[src/rtl/truth_table_extractor_if.sv]
// Control/status and gate-under-test bus of truth_table_extractor.
// glitch_seen exists only when TT_EXTRACT_VOTE_EN is defined.
interface truth_table_extractor_if #(
    parameter int SETTLE_W = 8
);
    logic                start;
    logic [SETTLE_W-1:0] settle_cycles;
    logic [7:0]          expected;
    logic [2:0]          dut_in;
    logic                dut_out;
    logic                busy;
    logic                done;
    logic [7:0]          table_out;
    logic                match;
`ifdef TT_EXTRACT_VOTE_EN
    logic                glitch_seen;

    modport master (
        output start, settle_cycles, expected, dut_out,
        input  dut_in, busy, done, table_out, match, glitch_seen
    );
    modport slave (
        input  start, settle_cycles, expected, dut_out,
        output dut_in, busy, done, table_out, match, glitch_seen
    );
`else
    modport master (
        output start, settle_cycles, expected, dut_out,
        input  dut_in, busy, done, table_out, match
    );
    modport slave (
        input  start, settle_cycles, expected, dut_out,
        output dut_in, busy, done, table_out, match
    );
`endif
endinterface

[src/rtl/truth_table_extractor.sv]
// Sweeps a 3-input gate through rows 0..7, holding each row S cycles, and packs the sampled
// outputs into an 8-bit truth-table code. TT_EXTRACT_VOTE_EN: S+2 cycles/row, 3-sample majority.
module truth_table_extractor #(
    parameter int SETTLE_W = 8
) (
    input  logic                     clk,
    input  logic                     rst_n,
    truth_table_extractor_if.slave   bus
);
    localparam int CW = SETTLE_W + 2;

    typedef enum logic {IDLE, SWEEP} state_e;

    state_e        state_q, state_d;
    logic [CW-1:0] win_q, win_d;
    logic [CW-1:0] cnt_q, cnt_d;
    logic [2:0]    row_q, row_d;
    logic [6:0]    sh_q, sh_d;
    logic [7:0]    exp_q, exp_d;
    logic [7:0]    tbl_q, tbl_d;
    logic          match_q, match_d;
    logic          done_q, done_d;
    logic          row_bit;
    logic          row_end;
    logic          last_row;

`ifdef TT_EXTRACT_VOTE_EN
    logic [1:0]    vs_q, vs_d;
    logic          gacc_q, gacc_d;
    logic          glitch_q, glitch_d;
    logic          row_glitch;

    // vs_q[1] is the sample from edge W-2, vs_q[0] from W-1; dut_out is the one at edge W.
    always_comb begin
        row_bit    = (vs_q[1] & vs_q[0]) | (vs_q[1] & bus.dut_out) | (vs_q[0] & bus.dut_out);
        row_glitch = (vs_q[1] != vs_q[0]) || (vs_q[0] != bus.dut_out);
    end
    assign bus.glitch_seen = glitch_q;
`else
    assign row_bit = bus.dut_out;
`endif

    assign row_end  = (cnt_q == win_q);
    assign last_row = (row_q == 3'd7);

    assign bus.dut_in    = row_q;
    assign bus.busy      = (state_q == SWEEP);
    assign bus.done      = done_q;
    assign bus.table_out = tbl_q;
    assign bus.match     = match_q;

    always_comb begin
        state_d = state_q;
        win_d   = win_q;
        cnt_d   = cnt_q;
        row_d   = row_q;
        sh_d    = sh_q;
        exp_d   = exp_q;
        tbl_d   = tbl_q;
        match_d = match_q;
        done_d  = 1'b0;
`ifdef TT_EXTRACT_VOTE_EN
        vs_d     = vs_q;
        gacc_d   = gacc_q;
        glitch_d = glitch_q;
`endif
        case (state_q)
            IDLE: begin
                if (bus.start) begin
                    state_d = SWEEP;
                    win_d   = (bus.settle_cycles == '0) ? CW'(1) : CW'(bus.settle_cycles);
`ifdef TT_EXTRACT_VOTE_EN
                    win_d    = win_d + CW'(2);
                    gacc_d   = 1'b0;
                    glitch_d = 1'b0;
`endif
                    // cnt counts edges inside the row window; the row ends when it reaches win.
                    cnt_d   = CW'(1);
                    row_d   = 3'd0;
                    sh_d    = '0;
                    exp_d   = bus.expected;
                end
            end
            SWEEP: begin
                cnt_d = cnt_q + CW'(1);
`ifdef TT_EXTRACT_VOTE_EN
                if (cnt_q == win_q - CW'(2) || cnt_q == win_q - CW'(1))
                    vs_d = {vs_q[0], bus.dut_out};
`endif
                if (row_end) begin
                    cnt_d = CW'(1);
                    sh_d  = {sh_q[5:0], row_bit};
`ifdef TT_EXTRACT_VOTE_EN
                    gacc_d = gacc_q | row_glitch;
`endif
                    if (last_row) begin
                        state_d = IDLE;
                        row_d   = 3'd0;
                        done_d  = 1'b1;
                        tbl_d   = {sh_q, row_bit};
                        match_d = ({sh_q, row_bit} == exp_q);
`ifdef TT_EXTRACT_VOTE_EN
                        glitch_d = gacc_q | row_glitch;
`endif
                    end else begin
                        row_d = row_q + 3'd1;
                    end
                end
            end
            default: state_d = IDLE;
        endcase
    end

    always_ff @(posedge clk or negedge rst_n) begin
        if (!rst_n) begin
            state_q <= IDLE;
            win_q   <= CW'(1);
            cnt_q   <= '0;
            row_q   <= 3'd0;
            sh_q    <= '0;
            exp_q   <= 8'h00;
            tbl_q   <= 8'h00;
            match_q <= 1'b0;
            done_q  <= 1'b0;
`ifdef TT_EXTRACT_VOTE_EN
            vs_q     <= 2'b00;
            gacc_q   <= 1'b0;
            glitch_q <= 1'b0;
`endif
        end else begin
            state_q <= state_d;
            win_q   <= win_d;
            cnt_q   <= cnt_d;
            row_q   <= row_d;
            sh_q    <= sh_d;
            exp_q   <= exp_d;
            tbl_q   <= tbl_d;
            match_q <= match_d;
            done_q  <= done_d;
`ifdef TT_EXTRACT_VOTE_EN
            vs_q     <= vs_d;
            gacc_q   <= gacc_d;
            glitch_q <= glitch_d;
`endif
        end
    end
endmodule

[src/flat_wrapper.sv]
// flat-port wrapper written by rule: the top's interface ports become plain ports
module truth_table_extractor_flat 
#(
    parameter int SETTLE_W = 8
)
  (clk, rst_n, bus_start, bus_settle_cycles, bus_expected, bus_dut_out, bus_dut_in, bus_busy, bus_done, bus_table_out, bus_match);
  truth_table_extractor_if #(.SETTLE_W(SETTLE_W)) bus_i ();
  input  logic clk;
  input  logic rst_n;
  input wire logic [$bits(bus_i.start)-1:0] bus_start;
  input wire logic [$bits(bus_i.settle_cycles)-1:0] bus_settle_cycles;
  input wire logic [$bits(bus_i.expected)-1:0] bus_expected;
  input wire logic [$bits(bus_i.dut_out)-1:0] bus_dut_out;
  output wire logic [$bits(bus_i.dut_in)-1:0] bus_dut_in;
  output wire logic [$bits(bus_i.busy)-1:0] bus_busy;
  output wire logic [$bits(bus_i.done)-1:0] bus_done;
  output wire logic [$bits(bus_i.table_out)-1:0] bus_table_out;
  output wire logic [$bits(bus_i.match)-1:0] bus_match;
  assign bus_i.start = bus_start;
  assign bus_i.settle_cycles = bus_settle_cycles;
  assign bus_i.expected = bus_expected;
  assign bus_i.dut_out = bus_dut_out;
  assign bus_dut_in = bus_i.dut_in;
  assign bus_busy = bus_i.busy;
  assign bus_done = bus_i.done;
  assign bus_table_out = bus_i.table_out;
  assign bus_match = bus_i.match;
  truth_table_extractor #(.SETTLE_W(SETTLE_W)) u_core (.clk(clk), .rst_n(rst_n), .bus(bus_i));
endmodule
[config.mk]
export PLATFORM = sky130hd
export DESIGN_NAME = truth_table_extractor_flat
export DESIGN_NICKNAME = d
export VERILOG_FILES = /design/src/rtl/truth_table_extractor_if.sv /design/src/rtl/truth_table_extractor.sv /design/src/flat_wrapper.sv
export SDC_FILE = /design/constraint.sdc
export NUM_CORES = 1
export LEC_CHECK = 0
export ABC_AREA = 1
export BUFFER_PORTS_ARGS = -buffer_cell sky130_fd_sc_hd__buf_2
export CORE_ASPECT_RATIO = 1.25
export CORE_MARGIN = 3
export CORE_UTILIZATION = 45
export CTS_BUF_LIST = sky130_fd_sc_hd__clkbuf_4
export DETAILED_ROUTE_END_ITERATION = 6
export GPL_ROUTABILITY_DRIVEN = 0
export GPL_TIMING_DRIVEN = 0
export HOLD_SLACK_MARGIN = 0.15
export PLACE_DENSITY = 0.65
export SYNTH_ARGS = -nofsm -noshare
export SYNTH_HDL_FRONTEND = slang
export SYNTH_SLANG_ARGS = --single-unit
[constraint.sdc]
create_clock -name clk -period 4.4 [get_ports clk]
set_clock_uncertainty 0.1 [all_clocks]
set_input_delay 0 -clock clk [delete_from_list [all_inputs] [get_ports clk]]
set_output_delay 0 -clock clk [all_outputs]
set_load 0.03 [all_outputs]
### Word-level counts from Yosys, hierarchy flattened

Index checks and enable logic that the tools add are counted.

| storage, ports and cells | value |
|---|---|
| register bits | 49 |
| input port bits | 20 |

| operators by class | value |
|---|---|
| equal/unequal tests | 5 |
| add/sub/neg operators | 2 |
| bitwise operators | 1 |
| reductions and logical operators | 4 |
| muxes and demuxes | 18 |

Operators by type and width:

| kind | count |
|---|---|
| $mux 10 | 2 |
| $pmux 10 s2 | 1 |
| $mux 7 | 2 |
| $pmux 7 s2 | 1 |
| $add 10x1->10 const B | 1 |
| $eq 10x10->1 | 1 |
| $mux 3 | 3 |
| $eq 8x8->1 | 1 |
| $logic_not 8->1 | 1 |
| $mux 8 | 1 |
| $mux 1 | 6 |
| $pmux 3 s2 | 1 |
| $ne 2x2->1 const B | 2 |
| $reduce_and 2->1 | 2 |
| $add 3x1->3 const B | 1 |
| $eq 3x3->1 const B | 1 |
| $reduce_and 3->1 | 1 |
| $pmux 1 s2 | 1 |
| $not 1->1 | 1 |

### Depth between registers and ports, before layout

Gate-level depths: netlist of the first run.

| depth | value |
|---|---|
| word-level depth | 4 |
| depth in mapped cells | 10 |
| mapped depth without buffers | 10 |

### Least setup slack after synthesis of the first run

Ideal clock, no wire load.

| timing path | value |
|---|---|
| path kind | reg2reg |
| start | register u_core.row_q[0] (netlist: u_core.bus.dut_in[0]) |
| end | register u_core.match_q (netlist: u_core.bus.match) |
| stages on the path, launching flop included | 7 |
| path slack | 2.786 ns |
| path buffers | 1 |
| setup time | 0.118 ns |
| arrival | 1.396 ns |
| cell sequence | dfrtp_1 > ha_1 > ha_1 > clkbuf_1 > nand4_1 > nand2_1 > nand2_1 |

| on the way | value |
|---|---|
| cells in the longest elaborated chain, start to end | 2 |

RTL lines:

| element | line | source |
|---|---|---|
| start: declaration | truth_table_extractor.sv:17 | `logic [2:0] row_q, row_d;` |
| start signal: assignment | truth_table_extractor.sv:134 | `row_q <= row_d;` |
| $eq 3x3->1 | truth_table_extractor.sv:44 | `assign last_row = (row_q == 3'd7);` |
| $reduce_and 3->1 (no line) | - |  |
| end signal: assignment | truth_table_extractor.sv:138 | `match_q <= match_d;` |
| end: declaration | truth_table_extractor.sv:21 | `logic match_q, match_d;` |

Every way passes these cells.
A chain may end at the register's enable or synchronous reset.

### Worst setup path after layout of the first run

| timing path | value |
|---|---|
| start | input bus_settle_cycles[7] |
| end | register u_core.win_q[0] |

| on the way | value |
|---|---|
| cells in the longest elaborated chain, start to end | 2 |

RTL lines:

| element | line | source |
|---|---|---|
| start: declaration | flat_wrapper.sv:11 | `input wire logic [$bits(bus_i.settle_cycles)-1:0] bus_settle_cycles;` |
| $logic_not 8->1 | truth_table_extractor.sv:71 | `win_d = (bus.settle_cycles == '0) ? CW'(1) : CW'(bus.settle_cycles);` |
| $mux 8 | truth_table_extractor.sv:71 |  |
| end signal: assignment | truth_table_extractor.sv:132 | `win_q <= win_d;` |
| end: declaration | truth_table_extractor.sv:15 | `logic [CW-1:0] win_q, win_d;` |

Every way passes these cells.

==> results.toml, run 1 <==
[setup_path]
crit_fanout = 2
startpoint_type = "input port"
cp-end-kind = "register"
timing.rr.start = "u_core.bus.busy"
crit_start = "bus_settle_cycles[7]"
worst_ep_arrival_time_ps = 2810
critical_path_class = "input port to register"
crit_required_ps = 4600

[grt]
grt.total_usage = 0.184
grt_pass1_vias = 1956
antenna_found_initial = 0
grt_overflow_total = 0
grt_first_pass_wirelength_um = 9000
grt_max_degree = 48

[logic_synthesis]
synth_cells = 303
netlist_area_sq_mm = 0.00235
synth_top_flop_cell = "dfrtp_1"
netlist_top_cells_area = "dfrtp_1 (49%), nand2_1 (19%), inv_1 (4.9%), o21ai_0 (4.0%), nand4_1 (3.5%)"
postSynth.asyncResetShare = 1.00
avgSynthCellArea_sq_um = 7.77
synthDistinctLibCells = 25
synth_top_area_cell = "dfrtp_1"
yosysMostFrequentCell = "nand2_1"
synth_commonest_cells = "nand2_1 (120), dfrtp_1 (46), inv_1 (31)"
yosysSeqAreaShare = 0.500
yosysWarnings = 0
synth_edf_count = 0
syn-num-nets = 326
synth-seq-cells = 47
synth_top_area_share = 0.489

[route]
drc = 0
wl_per_cell_um = 12.4
drt_pass1_iterations = 4
vias_per_cell = 4.86
routed_wl_um = 5290
vias = 2077
ant_nets = 0
dr.first_iter.drc_count = 63

[timing]
tns_ps = 0
clock.fmax_mhz = 383
post-route-min-period_ps = 2610
finalCritPeriodShare = 0.593
timing.max_slew.rel_slack = 0.282
hold_viol_final = 0
setup_viol = 0
tightest_slew_ps = 1080
slew_violations = 0
rsz0062_at_grt = "no"

[floorplan]
fp-row-count = 28
initial_core_util = 0.480
dieWidth_um = 70.7
core_sq_mm = 0.00490
io_pins = 34
die_h_um = 86.9
die_area_sq_mm = 0.00614

[pwr]
ir_drop_v = 0.000244
leakage_uw = 0.00153
power_uw = 1660
power_density_mw_per_mm2 = 578

[clocking]
cts_sinks = 47
cts-root-buf = "clkbuf_4"
cts_tree = "built"
clockBufferDepth = 2
cts.reportedPaths.clkPinSlew_ps = 130
clk_latency_ps = 350
ctsHtreeMaxLevel = 2
numCtsBuffers = 5

[layout]
stdcell_area_sq_mm = 0.00288
final_nets = 389
syn2layout_area_growth_pct = 22.2
diodes = 0
drive_gt1_frac = 0.153

[run]
drv_cap = 0

[placed_design]
dp_hpwl_um = 3610
port_buffers = 33
dpl_cell_area_sq_mm = 0.00259

[outcome]
run_status = "completed"

[hold_path]
hold_class = "input port to async pin"
==> repair_timing <==
action,in CTS,in global routing
buffers inserted,0,0
gates resized for setup,0,0
hold buffers,23,0
endpoints found under the hold margin,77,0
==> metrics by stage <==
step | hold slack, ps | instances | util | setup WS [ps]
floorplan | -396 | 303 | - | 2790
finish | 257 | 427 | 0.586 | 1790
global placement | 105 | 396 | 0.529 | 2680
CTS | 259 | 427 | 0.586 | 1860
detailed placement | 104 | 396 | 0.529 | 2690
global route | 286 | 427 | 0.586 | 1660
==> layout make-up <==
class	count	area, sq um
Sequential cell	47	1180
Fill cell	464	2030
Multi-Input combinational cell	212	998
Clock inverter	2	7.51
Clock buffer	6	45.0
Timing Repair Buffer	56	395
Buffer	9	46.3
Inverter	35	131
Tap cell	60	75.1
==> registers in the layout (all words and copies together) (netlist names) <==
| signal | cells |
|---|---|
| u_core.bus.busy | 1 |
| u_core.bus.done | 1 |
| u_core.bus.dut_in | 3 |
| u_core.bus.match | 1 |
| u_core.bus.table_out | 8 |
| u_core.cnt_q | 10 |
| u_core.exp_q | 8 |
| u_core.sh_q | 7 |
| u_core.win_q | 8 |
==> cell usage in the layout (no fill, tap or decap), types with 6 or more instances in the layout <==
cell,instances
dfrtp_1,46
o21ai_0,19
nor2_1,20
inv_1,31
xor2_1,6
buf_2,37
nand2_1,120
nand4_1,13
nand3_1,15
clkbuf_4,6
dlygate4sd3_1,23
==> power by group <==
part	leakage [uW]	internal, uW	switching (uW)	total [uW]
clock network	0.0000307	65.7	135	201
logic	0.000937	264	403	667
registers	0.000563	615	179	794
==> kinds of logic (layout without fill, tap and decap cells) <==
logic type | Yosys count | after routing | share of synthesized area
AO/OA/AOI/OAI | 21 | 21 | 0.0468
AND/OR/NAND/NOR | 178 | 178 | 0.324
adder cells (fa/ha/maj) | 3 | 3 | 0.0160
flip-flops | 47 | 47 | 0.500
XOR/XNOR | 10 | 10 | 0.0372
buffers and inverters | 44 | 108 | 0.0755
==> critical path: stages <==
cell	delay [ps]
dlygate4sd3_1	540
buf_2	130
nor4_1	240
dlygate4sd3_1	580
nand2_1	50
dlygate4sd3_1	560
a22oi_1	130
dlygate4sd3_1	580
==> worst paths after layout <==
kind	endpoint	slack, ps	depth (start not counted)
worst max-delay path	u_core.win_q[0]	1790	8
worst min register to register	u_core.bus.table_out[7]	380	2
worst max register to register	u_core.win_q[2]	2520	7
max in group asynchronous	u_core.exp_q[4]	3280	2
worst min-delay path	u_core.win_q[3]	260	2
min in group clk	u_core.exp_q[7]	270	4
==> metal layers <==
layer,vias up,GRT usage,part of all wire
met5,-,0,0
met4,0,0.0667,0.017
met3,10,0.0323,0.022
met2,24,0.330,0.54
met1,966,0.221,0.42
li1,1077,-,-
Power figures use the tool's default switching activity.
==> inputs of run 2 (changes only) <==
clock period = 2.4 ns   (was 4.4 ns; I/O delays follow)
==> results.toml, run 2 (synthesis gave the netlist of run 1 again) <==
[timing]
slew_violations = 0
timing.max_slew.rel_slack = 0.294
hold_viol_final = 0
clock.fmax_mhz = 467
tightest_slew_ps = 1060
finalCritPeriodShare = 0.893
post-route-min-period_ps = 2140
setup_viol = 0
tns_ps = 0
rsz0062_at_grt = "no"

[outcome]
run_status = "completed"

[clocking]
cts_resized = 0
clockBufferDepth = 2
clk_latency_ps = 350
cts-root-buf = "clkbuf_4"
cts_sinks = 47
cts_tree = "built"
cts.reportedPaths.clkPinSlew_ps = 130
numCtsBuffers = 5
ctsHtreeMaxLevel = 2

[setup_path]
cpMaxStageDelayCell = "dlygate4sd3_1"
cpMostUsedCell = "dlygate4sd3_1"
crit_required_ps = 2580
startpoint_type = "input port"
slowest_delay_ps = 600
crit_chain = "dlygate4sd3_1, buf_2, nor4_1, dlygate4sd3_1, nand2_1, dlygate4sd3_1, a22oi_1"
cp-end-kind = "register"
crit_fanout = 2
critical_path_class = "input port to register"
worst_ep_arrival_time_ps = 2320

[layout]
final_cell_mix = "nand2_1 (120), dfrtp_1 (46), buf_2 (37), inv_1 (31), dlygate4sd3_1 (23)"
syn2layout_area_growth_pct = 22.2
diodes = 0
stdcell_area_sq_mm = 0.00288
drive_gt1_frac = 0.153
fillers = 467
largest_reg_flops = 10
layout_commonest_cell = "nand2_1"
largest-register = "u_core.cnt_q"
seqCellArea_sq_mm = 0.00118
multi_input_area_sq_um = 998
final_nets = 389

[pwr]
power_density_mw_per_mm2 = 1060
ir_drop_v = 0.000441
leakage_uw = 0.00153

[route]
drc = 0
drt_pass1_iterations = 4
dr.first_iter.drc_count = 67
vias_per_cell = 4.86
ant_nets = 0
vias = 2077
wl_per_cell_um = 12.6
routed_wl_um = 5370

[floorplan]
io_pins = 34
fp-row-count = 28
die_area_sq_mm = 0.00614
die_h_um = 86.9
initial_core_util = 0.480
core_sq_mm = 0.00490
dieWidth_um = 70.7

[placed_design]
dpl_cell_area_sq_mm = 0.00259
dp_hpwl_um = 3610
port_buffers = 33

[grt]
grt.total_usage = 0.185
grt_overflow_total = 0
grt_pass1_vias = 1950
grt_max_degree = 48
antenna_found_initial = 0
grt_first_pass_wirelength_um = 9000

[hold_path]
hold_class = "input port to async pin"

[run]
drv_cap = 0
run 2: cell counts in the layout (fill, tap and decap cells not counted):
No cell type changed its count.
run 2: worst paths after layout:
kind	cells past startpoint	to	startpoint	slack [ps]
max in group asynchronous	2	u_core.exp_q[4]	rst_n	1280
setup reg to reg	7	u_core.win_q[2]	u_core.bus.busy	530
setup / recovery	7	u_core.win_q[0]	bus_settle_cycles[7]	260
hold reg to reg	2	u_core.bus.table_out[7]	u_core.bus.table_out[7]	380
hold / removal	2	u_core.win_q[3]	rst_n	260
min in group clk	4	u_core.exp_q[7]	bus_expected[7]	280
run 2: power breakdown:
part | switching [uW] | internal (uW) | total, uW
registers | 331 | 1130 | 1460
logic | 739 | 477 | 1220
clock network | 246 | 121 | 367
run 2: cell type report:
cell class | instances | area share
tap | 60 | 0.0261
buffer | 9 | 0.0161
clock inverter | 2 | 0.00261
inverter | 35 | 0.0457
multi-input combinational | 212 | 0.347
clock buffer | 6 | 0.0157
timing repair buffer | 56 | 0.137
sequential | 47 | 0.409
run 2: worst max-delay path: cells and delay by family:
kind / cells / cell delay [ps]
buffers and inverters: 4 / 1830
and+or+nand+nor: 2 / 330
AOI/OAI and AO/OA: 1 / 170
run 2: metal layers:
layer	track usage	share of wire	vias up
met5	0	0	-
met4	0.0684	0.021	0
met3	0.0312	0.024	12
met2	0.338	0.54	30
met1	0.217	0.41	959
li1	-	-	1076
run 2: timing repair:
action                    4_1_cts  5_1_grt
hold buffers                   23        0
hold endpoints to repair       77        0
setup buffers                   0        0
run 2: per-stage QoR:
stage	setup WS, ps	std cells	hold slack, ps	util	power [uW]
after floorplan	786	303	-396	-	2330
after global placement	682	396	105	0.529	2630
after detailed placement	687	396	104	0.529	2680
after CTS	387	427	259	0.586	3070
after global routing	204	427	286	0.586	3330
final	256	427	255	0.586	3040
==> inputs of run 3 (changes only) <==
CORE_UTILIZATION = 59   (was 45)
PLACE_DENSITY = 0.82   (was 0.65)
REMOVE_ABC_BUFFERS = 1   (was not set)
==> results.toml, run 3 (synthesis gave the netlist of run 1 again) <==
[grt]
grt_pass1_vias = 2097
grt_overflow_total = 0
grt.total_usage = 0.231
grt_first_pass_wirelength_um = 8920
antenna_found_initial = 0
grt_max_degree = 48

[layout]
syn2layout_area_growth_pct = 18.7
diodes = 0
fin_util = 0.732
layout_commonest_cell = "nand2_1"
largest-register = "u_core.cnt_q"
largest_reg_flops = 10
fillers = 304
final_cell_mix = "nand2_1 (120), dfrtp_1 (45), buf_2 (33), inv_1 (31)"
final_nets = 377
drive_gt1_frac = 0.152

[setup_path]
crit_fanout = 2
r2r_slack_ps = 420
crit_required_ps = 2610
cp-end-kind = "register"
critical_path_class = "input port to register"
worst_ep_arrival_time_ps = 2490
r2r_cells = 5
startpoint_type = "input port"

[clocking]
cts-root-buf = "clkbuf_4"
clockBufferDepth = 2
cts.reportedPaths.clkPinSlew_ps = 130
ctsHtreeMaxLevel = 2
cts_sinks = 47
numCtsBuffers = 5
cts_tree = "built"
clk_latency_ps = 360

[timing]
hold_viol_final = 0
finalCritPeriodShare = 0.950
tns_ps = 0
post-route-min-period_ps = 2280
timing.max_slew.rel_slack = 0.318
rsz0062_at_grt = "no"
setup_viol = 0
slew_violations = 0
tightest_slew_ps = 1020
clock.fmax_mhz = 439

[route]
dr.first_iter.drc_count = 89
routed_wl_um = 5090
vias_per_cell = 5.01
top_layer = "met4"
route.met2.wl_um = 2740
wl_per_cell_um = 12.4
vias = 2050
wl_met3_um = 162
ant_nets = 0
drc = 0
drt_pass1_iterations = 4
drt-met1-wl_um = 2090

[outcome]
run_status = "completed"

[floorplan]
io_pins = 34
die_h_um = 76.6
die_area_sq_mm = 0.00479
core_sq_mm = 0.00382
initial_core_util = 0.617
dieWidth_um = 62.5
fp-row-count = 25

[run]
drv_cap = 0

[pwr]
leakage_uw = 0.00150
power_density_mw_per_mm2 = 1090
ir_drop_v = 0.000555

[hold_path]
hold_class = "input port to async pin"

[placed_design]
port_buffers = 33
dp_hpwl_um = 3400
## run 3: repair_timing
action	CTS	global route
hold buffers	20	0
setup buffers	0	0
setup endpoints to repair	0	4
gates resized for setup	0	1
endpoints found under the hold margin	84	0
## run 3: where the power goes
group	internal (uW)	total, uW	switching (uW)
combinational	476	1220	740
sequential	1130	1460	336
clock	109	357	247
total	1710	3040	1320
## run 3: final cells by class
| cell class | count | area (sq um) | area share |
|---|---|---|---|
| clock buffers | 5 | 37.5 | 0.0134 |
| inverters | 35 | 131 | 0.0470 |
| multi-input cells | 212 | 998 | 0.357 |
| repair buffers | 53 | 365 | 0.131 |
| flip-flops and latches | 47 | 1180 | 0.422 |
| well taps | 54 | 67.6 | 0.0242 |
| clock inverters | 3 | 15.0 | 0.00537 |
## run 3: worst max-delay path, cell delays in order
cell	delay [ps]
dlygate4sd3_1	530
buf_2	130
nor4_1	430
nand2_1	110
dlygate4sd3_1	590
a22oi_1	140
dlygate4sd3_1	570
## run 3: path summary, 6_finish.rpt
path,endpoint,startpoint
max,u_core.win_q[0],bus_settle_cycles[7]
min,u_core.cnt_q[2],rst_n
max reg2reg,u_core.win_q[0],u_core.bus.busy
min reg2reg,u_core.bus.table_out[0],u_core.bus.table_out[0]
max in group asynchronous,u_core.bus.busy,rst_n
min in group clk,u_core.exp_q[7],bus_expected[7]
## run 3: routing by layer
layer  vias up  track usage
met5         -            0
met1       946        0.272
li1       1051            -
met4         0        0.102
met2        41        0.415
met3        12       0.0324
## run 3: stage by stage
| step | power [uW] | hold slack [ps] | instances | area [sq um] | setup WS, ps |
|---|---|---|---|---|---|
| CTS | 3050 | 264 | 409 | 2790 | 194 |
| global route | 3320 | 278 | 409 | 2790 | 104 |
| global placement | 2590 | 104 | 381 | 2540 | 280 |
| finish | 3040 | 234 | 409 | 2790 | 121 |
| detailed placement | 2650 | 111 | 381 | 2540 | 214 |
| floorplan | 2330 | -396 | 294 | 2310 | 589 |
